[src/rtl/noaa_pkg.sv]
// Shared types and width helpers for the sliding-window temperature statistics engine.
package noaa_pkg;

  typedef enum logic [2:0] {
    IDLE  = 3'd0,
    ACCUM = 3'd1,
    SETUP = 3'd2,
    DIV   = 3'd3,
    OUT   = 3'd4
  } state_t;

  localparam logic [11:0] SIGMA_INIT_DEF = 12'h400;

  function automatic int unsigned calc_nw(input int unsigned depth);
    return $clog2(depth + 1);
  endfunction

  function automatic int unsigned calc_sum_w(input int unsigned data_w, input int unsigned depth);
    return data_w + calc_nw(depth);
  endfunction

  function automatic int unsigned calc_sq_w(input int unsigned data_w, input int unsigned depth);
    return 2 * data_w + calc_nw(depth);
  endfunction

  function automatic int unsigned calc_qw(input int unsigned data_w);
    return data_w + 1;
  endfunction

endpackage

[src/rtl/noaa_serial_divider.sv]
// Restoring divider, one quotient bit per cycle MSB first; quotient saturates to all ones
// when it would not fit in QW bits.
module noaa_serial_divider #(
  parameter int unsigned NUM_W = 34,
  parameter int unsigned DEN_W = 21,
  parameter int unsigned QW    = 13
) (
  input  logic             CLK,
  input  logic             RESET_N,
  input  logic             start,
  input  logic [NUM_W-1:0] num,
  input  logic [DEN_W-1:0] den,
  output logic             done,
  output logic [QW-1:0]    quo
);

  localparam int unsigned RW = (NUM_W > DEN_W + QW) ? NUM_W : DEN_W + QW;
  localparam int unsigned CW = $clog2(QW + 1);

  logic [RW-1:0] rem;
  logic [RW-1:0] dsh;
  logic [CW-1:0] cnt;
  logic          ovf;
  logic          run;

  always_ff @(posedge CLK or negedge RESET_N) begin
    if (!RESET_N) begin
      rem  <= '0;
      dsh  <= '0;
      cnt  <= '0;
      ovf  <= 1'b0;
      run  <= 1'b0;
      done <= 1'b0;
      quo  <= '0;
    end else begin
      done <= 1'b0;
      if (start) begin
        rem <= RW'(num);
        dsh <= RW'(den) << (QW - 1);
        cnt <= CW'(QW);
        ovf <= RW'(num) >= (RW'(den) << QW);
        quo <= '0;
        run <= 1'b1;
      end else if (run) begin
        if (rem >= dsh) begin
          rem <= rem - dsh;
          quo <= {quo[QW-2:0], 1'b1};
        end else begin
          quo <= {quo[QW-2:0], 1'b0};
        end
        dsh <= dsh >> 1;
        cnt <= cnt - CW'(1);
        if (cnt == CW'(1)) begin
          run  <= 1'b0;
          done <= 1'b1;
          if (ovf) quo <= '1;
        end
      end
    end
  end

endmodule

[src/rtl/noaa_window_stats.sv]
// Sliding-window average / Newton-refined standard deviation over the last DEPTH samples.
module noaa_window_stats import noaa_pkg::*; #(
  parameter int unsigned          DATA_W     = 12,
  parameter int unsigned          DEPTH      = 14,
  parameter logic [DATA_W-1:0]    SIGMA_INIT = DATA_W'(SIGMA_INIT_DEF),
  localparam int unsigned         NW         = calc_nw(DEPTH)
) (
  input  logic              CLK,
  input  logic              RESET_N,
  input  logic              TN_VALID,
  input  logic [DATA_W-1:0] TN,
  input  logic              MODE,
  output logic              TN_READY,
  input  logic              CLEAR,
  output logic              DONE,
  output logic [DATA_W-1:0] AVG_SD,
  output logic [NW-1:0]     N_OUT,
  output logic [DATA_W-1:0] SIGMA_HAT,
  output logic              BUSY
);

  localparam int unsigned SUM_W = calc_sum_w(DATA_W, DEPTH);
  localparam int unsigned SQ_W  = calc_sq_w(DATA_W, DEPTH);
  localparam int unsigned QW    = calc_qw(DATA_W);
  localparam int unsigned NUM_W = 2 * DATA_W + 2 * NW + 2;
  localparam int unsigned DEN_W = DATA_W + 2 * NW + 1;
  localparam int unsigned PW    = $clog2(DEPTH);

  state_t            state;
  logic [DATA_W-1:0] ring [DEPTH];
  logic [PW-1:0]     wptr;
  logic [NW-1:0]     n;
  logic [SUM_W-1:0]  sum;
  logic [SQ_W-1:0]   sumsq;
  logic [DATA_W-1:0] tn_q;
  logic              mode_q;
  logic [DATA_W-1:0] avg_sd_q;
  logic [DATA_W-1:0] sigma_q;
  logic              done_q;

  logic [DATA_W-1:0] oldest_c;
  logic              full_c;
  logic [SQ_W-1:0]   sq_new_c;
  logic [SQ_W-1:0]   sq_old_c;
  logic [DATA_W-1:0] sh_c;
  logic [NUM_W-1:0]  var_c;
  logic [NUM_W-1:0]  num_c;
  logic [DEN_W-1:0]  den_c;
  logic              div_start_c;
  logic              div_done;
  logic [QW-1:0]     quo;
  logic [QW-1:0]     rnd_c;
  logic [DATA_W-1:0] res_c;

  assign oldest_c    = ring[wptr];
  assign full_c      = (n == NW'(DEPTH));
  assign sq_new_c    = SQ_W'(tn_q) * SQ_W'(tn_q);
  assign sq_old_c    = SQ_W'(oldest_c) * SQ_W'(oldest_c);
  assign sh_c        = (sigma_q == '0) ? DATA_W'(1) : sigma_q;
  assign div_start_c = (state == SETUP);

  // N^2 * variance; the sample set guarantees N*sumsq >= sum^2
  assign var_c = NUM_W'(n) * NUM_W'(sumsq) - NUM_W'(sum) * NUM_W'(sum);

  assign num_c = mode_q
    ? (var_c + NUM_W'(n) * NUM_W'(n) * NUM_W'(sh_c) * NUM_W'(sh_c)) << 1
    : NUM_W'(sum) << 1;
  assign den_c = mode_q
    ? (DEN_W'(n) * DEN_W'(n) * DEN_W'(sh_c)) << 1
    : DEN_W'(n);

  // Quotient carries one extra fractional bit; round half up then clamp
  assign rnd_c = QW'(({1'b0, quo} + (QW + 1)'(1)) >> 1);
  assign res_c = rnd_c[QW-1] ? '1 : rnd_c[DATA_W-1:0];

  noaa_serial_divider #(
    .NUM_W (NUM_W),
    .DEN_W (DEN_W),
    .QW    (QW)
  ) u_div (
    .CLK     (CLK),
    .RESET_N (RESET_N),
    .start   (div_start_c),
    .num     (num_c),
    .den     (den_c),
    .done    (div_done),
    .quo     (quo)
  );

  always_ff @(posedge CLK) begin
    if (state == ACCUM) ring[wptr] <= tn_q;
  end

  always_ff @(posedge CLK or negedge RESET_N) begin
    if (!RESET_N) begin
      state    <= IDLE;
      wptr     <= '0;
      n        <= '0;
      sum      <= '0;
      sumsq    <= '0;
      tn_q     <= '0;
      mode_q   <= 1'b0;
      avg_sd_q <= '0;
      sigma_q  <= SIGMA_INIT;
      done_q   <= 1'b0;
    end else begin
      done_q <= 1'b0;
      unique case (state)
        IDLE: begin
          if (CLEAR) begin
            n       <= '0;
            sum     <= '0;
            sumsq   <= '0;
            wptr    <= '0;
            sigma_q <= SIGMA_INIT;
          end else if (TN_VALID) begin
            tn_q   <= TN;
            mode_q <= MODE;
            state  <= ACCUM;
          end
        end
        ACCUM: begin
          if (full_c) begin
            sum   <= sum - SUM_W'(oldest_c) + SUM_W'(tn_q);
            sumsq <= sumsq - sq_old_c + sq_new_c;
          end else begin
            n     <= n + NW'(1);
            sum   <= sum + SUM_W'(tn_q);
            sumsq <= sumsq + sq_new_c;
          end
          wptr  <= (wptr == PW'(DEPTH - 1)) ? '0 : wptr + PW'(1);
          state <= SETUP;
        end
        SETUP: state <= DIV;
        DIV: begin
          if (div_done) begin
            avg_sd_q <= res_c;
            done_q   <= 1'b1;
            if (mode_q) sigma_q <= res_c;
            state <= OUT;
          end
        end
        OUT:     state <= IDLE;
        default: state <= IDLE;
      endcase
    end
  end

  assign TN_READY  = (state == IDLE) && !CLEAR;
  assign BUSY      = (state != IDLE);
  assign DONE      = done_q;
  assign AVG_SD    = avg_sd_q;
  assign N_OUT     = n;
  assign SIGMA_HAT = sigma_q;

endmodule

[config.mk]
export PLATFORM = sky130hd
export DESIGN_NAME = noaa_window_stats
export DESIGN_NICKNAME = d
export VERILOG_FILES = /design/src/rtl/noaa_pkg.sv /design/src/rtl/noaa_serial_divider.sv /design/src/rtl/noaa_window_stats.sv
export SDC_FILE = /design/constraint.sdc
export NUM_CORES = 2
export LEC_CHECK = 0
export CAP_MARGIN = 20
export CORE_MARGIN = 5
export CORE_UTILIZATION = 35
export DETAILED_ROUTE_END_ITERATION = 10
export PLACE_DENSITY = 0.56
export SYNTH_ARGS = -nofsm -noshare
export SYNTH_HDL_FRONTEND = slang
export SYNTH_SLANG_ARGS = --single-unit
[constraint.sdc]
create_clock -name CLK -period 20.4 [get_ports CLK]
set_clock_uncertainty 0.1 [all_clocks]
set_input_delay 3.06 -clock CLK [delete_from_list [all_inputs] [get_ports CLK]]
set_output_delay 3.06 -clock CLK [all_outputs]
set_load 0.01 [all_outputs]
==> metrics.txt <==
post-cts resize count 0; clock tree buffer depth 3; status finished clean; TritonCTS Sinks 348; total gr overflow 0; IO buf count 47; Reg clk slew, reported paths 0.06 ns; drt initial violations 2159; Critical Path End Type register; Post-Syn Instances 5397; CP startpoint kind register; hold path startpoint u_div.rem[0]; Worst Path Max Fanout 39; EDFF count, synth 168; #FFs+latches synth 348; Die Area 0.153 mm²; worst skew pair latency 0.60 ns; critical path's largest stage delay 0.56 ns; largest net degree at the start of global routing 68; DR vias 36700; Hold Path Depth 2; fin crit share 86.1%; width of the chip 391 µm; vias in the first global route 37900; Antenna Cells 0; Synth Cell Area 0.0509 mm²; final net count 6676; worst r2r dst u_div.ovf; GRT Util Overall 17.9%; Routed Antenna Nets 0; Final Max Tran Viols 0; Clock Tree Root clkbuf_16; max_cap viols 0; Slew @ Worst Pin 1.14 ns; Area Growth Syn to Fin 8.24%; post-synth top area share 30.2%; maximum clock rate 0.0569 GHz; Arrival @ worst endpoint 17.93 ns; Async SR Flop Fraction 51.7%; Seq. cell area 0.00956 mm²; first-pass GRT wire length 216000 µm; Post-CTS Setup Bufs 0; Setup-failing EPs final 0; wire per inst 18.5 µm; Synth warnings 0; area of the multi-input gates 0.0365 mm²; # rows 140; Hold-fix buffers, CTS 0; RSZ-0062 raised after global routing false; Final Hold Vio Count 0; most common cell in the netlist inv_1; CTS H-Tree Depth 2; WHS Endpoint u_div.rem[0]; initial antenna violation count 4; Core Footprint 0.145 mm²; setup TNS 0 ns; final wirelength 135000 µm; share of layout cells above drive strength 1 5.19%; Seq/Total Area, Yosys 18.7%; Starting Density 35.1%; Syn Nets 6687; height of the die 391 µm; Distinct cells, synth 93; relative slew slack 24.1%; Setup CP Type reg -> reg; synth top area cells fa_1 (30%), ha_1 (12%), edfxtp_1 (9.9%); most frequent CP cell fa_1; Post-synth top cells inv_1 (1091), fa_1 (768), nand2_1 (584), ha_1 (505), nor2_1 (326); Synth area leader fa_1; mean area per synthesized cell 9.44 µm²; number of fill cells 14600; First-pass DRT Iterations 7; I/O pin total 48; Required @ worst endpoint 20.76 ns; Tmin final 17.57 ns; slowest CP cell fa_1; r2r startpoint N_OUT[1]; Reg2Reg Setup Slack 2.83 ns; vias per std cell 5.01; r2r worst-path depth 65; RD Place Congestion 0.893; HP Class reg -> reg; CTS tree yes; post-DP HPWL 107000 µm; # DRC 0; post-layout util 38.0%; dominant synthesized flop cell dfrtp_1; CTS Buf Count 41
==> flip-flops by register name, indices dropped and copies added (netlist names), 3 cells and up <==
register,flops
state,3
u_div.cnt,4
u_div.quo,13
u_div.rem,34
sum,16
sumsq,28
AVG_SD,12
SIGMA_HAT,12
ring,168
tn_q,12
u_div.dsh,33
N_OUT,4
wptr,4
==> cell type report <==
class	count	area share [%]
flip-flops and latches	348	17.3
multi-input cells	3749	66.2
clock buffers	46	1.95
repair buffers	132	2.04
clock inverters	27	0.517
well taps	1917	4.35
inverters	1114	7.58
==> critical path: cells and delay by family (launching register included) <==
| family | cells | cell delay, ns |
|---|---|---|
| buffers and inverters | 13 | 1.11 |
| xor gates and xnor gates | 3 | 0.68 |
| DFF | 1 | 0.36 |
| and+or+nand+nor | 13 | 2.66 |
| AOI/OAI and AO/OA | 15 | 2.99 |
| adders and majority gates | 21 | 9.56 |
==> cell usage in the layout, fill, tap and decap left out, drive strengths merged, types with 32 or more instances in the layout <==
master and instances:
xnor2 124, dfrtp 179, a21oi 217, and3 41, o21a 32, a211oi 35
nand3 65, xor2 94, and2 172, nand2 584, buf 85, clkbuf 47
inv 1100, nor3 35, fa 768, edfxtp 168, a21o 99, nand2b 41
clkinv 34, o21ai 194, ha 505, mux2i 65, clkdlybuf4s50 46, mux4 36
nor2 327
==> worst max-delay path by stage <==
stage           endpoint  cells past startpoint     start
2_1_floorplan  u_div.ovf                     71  N_OUT[1]
3_3_place_gp   u_div.ovf                     67  N_OUT[1]
3_5_place_dp   u_div.ovf                     67  N_OUT[1]
4_1_cts        u_div.ovf                     67  N_OUT[1]
5_1_grt        u_div.ovf                     69  N_OUT[1]
6_report       u_div.ovf                     65  N_OUT[1]
==> kinds of logic after synthesis <==
kind of cell	after synthesis	synth area share, %
simple gates	1359	12.0
buf+inv	1300	9.64
fa+ha+maj	1273	42.6
compound gates	781	10.0
flops	348	18.7
xor+xnor	218	3.75
mux	118	3.24
==> routing by layer <==
layer / vias to the layer above / track usage, % / wire length, µm
li1: 17100 / - / -
met1: 18700 / 24.2 / 59900
met2: 747 / 30.7 / 65700
met3: 161 / 1.81 / 5960
met4: 0 / 4.75 / 3900
met5: - / 0 / 0
==> metrics by stage <==
stage          hold slack, ns  cell area (µm²)  cells  setup WS (ns)
2_1_floorplan           0.350            50900   5397           4.10
3_3_place_gp            0.366            53700   7255           2.93
3_5_place_dp            0.372            53700   7256           2.71
4_1_cts                 0.385            55100   7329           2.60
5_1_grt                 0.418            55100   7333           1.51
6_report                0.380            55100   7333           2.83
Power is not shown: default switching activity piles up to over one toggle a cycle in this logic, so the estimate is an artifact.
